===== src/rtl/ibuffer_fifo.sv =====
// Instruction buffer between fetch (writer) and decode (reader): a parametrised circular FIFO
// with registered one-cycle read strobe, occupancy status and sticky overflow/underflow flags.
module ibuffer_fifo #(
  parameter int WIDTH     = 7,
  parameter int DEPTH     = 6,
  parameter int AFULL_LVL = DEPTH - 1,
  localparam int CW       = $clog2(DEPTH + 1)
) (
  input  logic             clk,
  input  logic             rst_n,
  input  logic             flush,
  input  logic             wren,
  input  logic [WIDTH-1:0] instr_in,
  input  logic             rden,
  output logic [WIDTH-1:0] instr_out,
  output logic             out_valid,
  output logic             full,
  output logic             empty,
  output logic             almost_full,
  output logic [CW-1:0]    count,
  output logic             ovf,
  output logic             udf
);

  localparam int PW = $clog2(DEPTH);
  localparam logic [CW-1:0] DEPTH_CNT = CW'(DEPTH);
  localparam logic [CW-1:0] AFULL_CNT = CW'(AFULL_LVL);
  localparam logic [PW-1:0] LAST_PTR  = PW'(DEPTH - 1);

  logic [WIDTH-1:0] mem [DEPTH];
  logic [PW-1:0]    rd_ptr;
  logic [PW-1:0]    wr_ptr;
  logic             rd_acc;
  logic             wr_acc;

  assign full        = (count == DEPTH_CNT);
  assign empty       = (count == '0);
  assign almost_full = (count >= AFULL_CNT);

  // A write into a full buffer is only legal when a read frees a slot in the same cycle.
  assign rd_acc = rden & ~empty;
  assign wr_acc = wren & (~full | rd_acc);

  // Explicit wrap so DEPTH need not be a power of two.
  function automatic logic [PW-1:0] next_ptr(input logic [PW-1:0] p);
    return (p == LAST_PTR) ? '0 : p + PW'(1);
  endfunction

  // Storage carries no reset; it is only written on an accepted, non-flushed write.
  always_ff @(posedge clk) begin
    if (rst_n && !flush && wr_acc) begin
      mem[wr_ptr] <= instr_in;
    end
  end

  always_ff @(posedge clk) begin
    if (!rst_n || flush) begin
      rd_ptr    <= '0;
      wr_ptr    <= '0;
      count     <= '0;
      instr_out <= '0;
      out_valid <= 1'b0;
      ovf       <= 1'b0;
      udf       <= 1'b0;
    end else begin
      if (wr_acc) begin
        wr_ptr <= next_ptr(wr_ptr);
      end

      // The read port is a strobe: data is zeroed on every cycle without an accepted read.
      if (rd_acc) begin
        instr_out <= mem[rd_ptr];
        out_valid <= 1'b1;
        rd_ptr    <= next_ptr(rd_ptr);
      end else begin
        instr_out <= '0;
        out_valid <= 1'b0;
      end

      case ({wr_acc, rd_acc})
        2'b10:   count <= count + CW'(1);
        2'b01:   count <= count - CW'(1);
        default: count <= count;
      endcase

      if (wren && !wr_acc) begin
        ovf <= 1'b1;
      end
      if (rden && empty) begin
        udf <= 1'b1;
      end
    end
  end

endmodule

===== config.mk =====
export PLATFORM = sky130hd
export DESIGN_NAME = ibuffer_fifo
export DESIGN_NICKNAME = d
export VERILOG_FILES = /design/src/rtl/ibuffer_fifo.sv
export SDC_FILE = /design/constraint.sdc
export NUM_CORES = 1
export LEC_CHECK = 0
export CORE_UTILIZATION = 50
export CTS_CLUSTER_DIAMETER = 200
export CTS_CLUSTER_SIZE = 10
export DETAILED_ROUTE_END_ITERATION = 7
export GPL_TIMING_DRIVEN = 0
export HOLD_SLACK_MARGIN = 0.08
export PLACE_DENSITY = 0.73
export SLEW_MARGIN = 20
export SYNTH_ARGS = -nofsm -noshare
export SYNTH_HDL_FRONTEND = slang
export SYNTH_SLANG_ARGS = --single-unit

===== constraint.sdc =====
create_clock -name clk -period 3 [get_ports clk]
set_clock_uncertainty 0.05 [all_clocks]
set_input_delay 0.45 -clock clk [delete_from_list [all_inputs] [get_ports clk]]
set_output_delay 0.45 -clock clk [all_outputs]
set_load 0.01 [all_outputs]

==> results of run 1 <==
[flip-flops by register name, summed over array words and instances (netlist names)]
name       cells
ovf            1
rd_ptr         3
udf            1
count          3
out_valid      1
wr_ptr         3
mem           42
instr_out      7
[synthesized netlist by cell type, types with 2 or more instances]
master and instances:
nand3b_1 2, inv_1 3, a21oi_1 8, dfxtp_1 19
mux4_2 7, a31o_2 2, nand2b_1 4, edfxtp_1 42
o21a_1 2, mux2i_1 7, o22ai_1 2, nor3_1 4
buf_2 4, nor2_1 16, a211oi_1 7, nor4_1 2
nand2_1 10, clkbuf_1 3, o21ai_0 4, xor2_1 2
[cell families after synthesis]
logic type               Yosys count
flip-flops                        61
buffers and inverters             14
AND/OR/NAND/NOR                   46
AO/OA/AOI/OAI                     32
XOR/XNOR                           3
adder cells (fa/ha/maj)            1
multiplexers                      14
[through the flow]
step | instances | hold slack, ns | total power (W)
finish | 283 | 0.428 | 0.00190
global route | 283 | 0.445 | 0.00196
global placement | 265 | 0.402 | 0.00103
detailed placement | 267 | 0.416 | 0.00103
CTS | 283 | 0.425 | 0.00191
floorplan | 171 | 0.395 | 0.000987
[worst max-delay path by stage]
stage,startpoint,end,slack [ns]
final,wren,mem[0][0],0.54
after global routing,wren,mem[0][0],0.47
after CTS,wren,mem[0][0],0.57
after detailed placement,wren,mem[0][2],0.22
after global placement,wren,mem[0][2],-0.46
after floorplan,wren,mem[0][0],0.83
[power by group]
part / total, W / internal, W / switching (W)
combinational: 0.000104 / 0.0000513 / 0.0000531
sequential: 0.000912 / 0.000907 / 0.00000478
clock: 0.000886 / 0.000555 / 0.000331
total: 0.00190 / 0.00151 / 0.000389
[final cells by class]
cell class / instances / area, um2
flip-flops and latches: 61 / 1640
fillers: 344 / 1640
multi-input cells: 96 / 752
repair buffers: 29 / 285
clock buffers: 9 / 124
clock inverters: 7 / 123
well taps: 67 / 83.8
plain buffers: 11 / 62.6
inverters: 3 / 11.3
[worst max-delay path, stage by stage]
cell and delay, ns:
clkdlybuf4s50_1 0.53, buf_2 0.25, nand2_1 0.10, or2_1 0.28, nor4_2 0.58, buf_4 0.26
[routing by layer]
layer / vias to the layer above / part of all wire / track usage
li1: 729 / - / -
met1: 756 / 0.42 / 0.229
met2: 35 / 0.52 / 0.320
met3: 7 / 0.050 / 0.0764
met4: 0 / 0.012 / 0.0806
met5: - / 0 / 0
==> metrics.csv, run 1 <==
stage,metric,value,unit
cts,clock_path_buffers,2,
setup_path,cp.required,3.00,ns
floorplanning,core,4720,um2
floorplanning,die-area,5170,um2
setup_path,worstSetupPathType,primary input to flop,
synthesis,synth_fa_ha_area_frac,0.00819,
timing,setup_slack,0.541,ns
route,wl_per_cell,16.0,um
setup_path,rrSetupSlack,0.80,ns
global_route,antenna_found_initial,0,
timing,period_needed,2.46,ns
global_route,grt_pass1_wl,7.00,mm
min_path,worstHoldPathCells,2,
layout,final_common_cell,edfxtp_1,
synthesis,yosysTopAreaCellShare,0.516,
synthesis,synth_cells,171,
setup_path,worst_setup_path_end_kind,flop,
route,viasPerCell,5.40,
status,run_status,"finished, final reports clean",
timing,slew_viol_final,0,
synthesis,synth-seq-cells,61,
job,max-cap-violations,0,
timing,tightest_slew,0.785,ns
pwr,power.density,617,nW/um2
synthesis,async_flop_share,0,
cts,htree_levels,3,
setup_path,cp_max_fo,10,
layout,drive_gt1_frac,0.190,
layout,syn2layout_area_growth,26.1,%
synthesis,synthFlopType,edfxtp_1,
layout,fin_area,3080,um2
global_route,grt.total_usage,0.194,
synthesis,synthSimpleGateAreaFrac,0.0931,
cts,cts_tree,built,
synthesis,synth_top_family_by_area,compound AO/OA/AOI/OAI gates,
layout,diodes,0,
synthesis,synth-edff-count,42,
pwr,ir_drop,0.000512,V
route,totalWireLength,4.52,mm
route,vias,1527,
synthesis,syn_area_per_cell,14.3,um2
timing,finalSetupViolCount,0,
timing,clock.fmax,0.407,GHz
cts,cts_root_buf,clkbuf_8,
min_path,worstHoldStart,udf,
cts,clk_pin_slew_worst_paths,0.07,ns
pwr,leakagePower,1.00,nW
cts,cts-resized-gates,0,
layout,nNetsFinal,224,
global_route,grt_pass1_vias,1423,
floorplanning,pin_count,28,
synthesis,yosysSeqAreaShare,0.671,
timing,max_slew_margin,0.475,
timing,hold_violations,0,
place,place.gp.congestion,0.847,
timing,fin_setup_tns,0,ns
layout,fin_util,0.653,
floorplanning,rows,25,
route,antenna_left,0,
floorplanning,start_util,0.518,
place,place_area,2840,um2
floorplanning,die_x,71.9,um
synthesis,synth_compound_area_frac,0.0931,
cts,clock-sinks,61,
synthesis,synthTopCellsByArea,"edfxtp_1, dfxtp_1, mux4_2, mux2i_1, nor2_1",
floorplanning,fp.dieH,71.9,um
place,place_ws,0.219,ns
synthesis,yosys_warnings,0,
synthesis,synth_xor_area_frac,0.0107,
global_route,grt_overflow,0,
setup_path,crit_arrival,2.46,ns
synthesis,synth.area.mux_share,0.0931,
global_route,grt_max_degree,13,
cts,clock_latency,0.34,ns
route,drtIter0Drc,92,
synthesis,netlist_area,2440,um2
min_path,hold_path_class,flop to flop,
setup_path,r2r_cells,8,
timing,period_share,0.820,
synthesis,synth_nets,184,
timing,grt_setup_unrepaired,false,
place,port_buffers,27,
route,drcViolationCount,0,
min_path,hold_end,udf,
setup_path,crit_path_start_kind,primary input,
layout,mostFrequentLayoutCells,"edfxtp_1, clkdlybuf4s50_1, dfxtp_1",
route,first_pass_iters,4,
cts,cts_buffers,9,
setup_path,rr_endpoint,count[2],
place,dp_hpwl,3.12,mm
synthesis,yosysTopAreaCell,edfxtp_1,
synthesis,ys_types,41,
cts,hold_buffers,0,
cts,post_cts_buffers,0,
setup_path,timing.rr.start,count[1],
No activity file was read; power rests on OpenSTA's default activity.
==> run 2: changes to the inputs <==
clock period = 2.45 ns   (was 3 ns; I/O delays follow)
==> results of run 2 <==
Same layout as run 1 (identical final DEF). Status: finished, final reports clean.
Among the figures that moved: setup slack after placement 0.219 ns -> -0.249 ns; setup slack after layout 0.541 ns -> 0.0736 ns; register-to-register setup slack 0.80 ns -> 0.25 ns; total power 0.00190 W -> 0.00233 W; worst IR drop on VDD 0.000512 V -> 0.000627 V
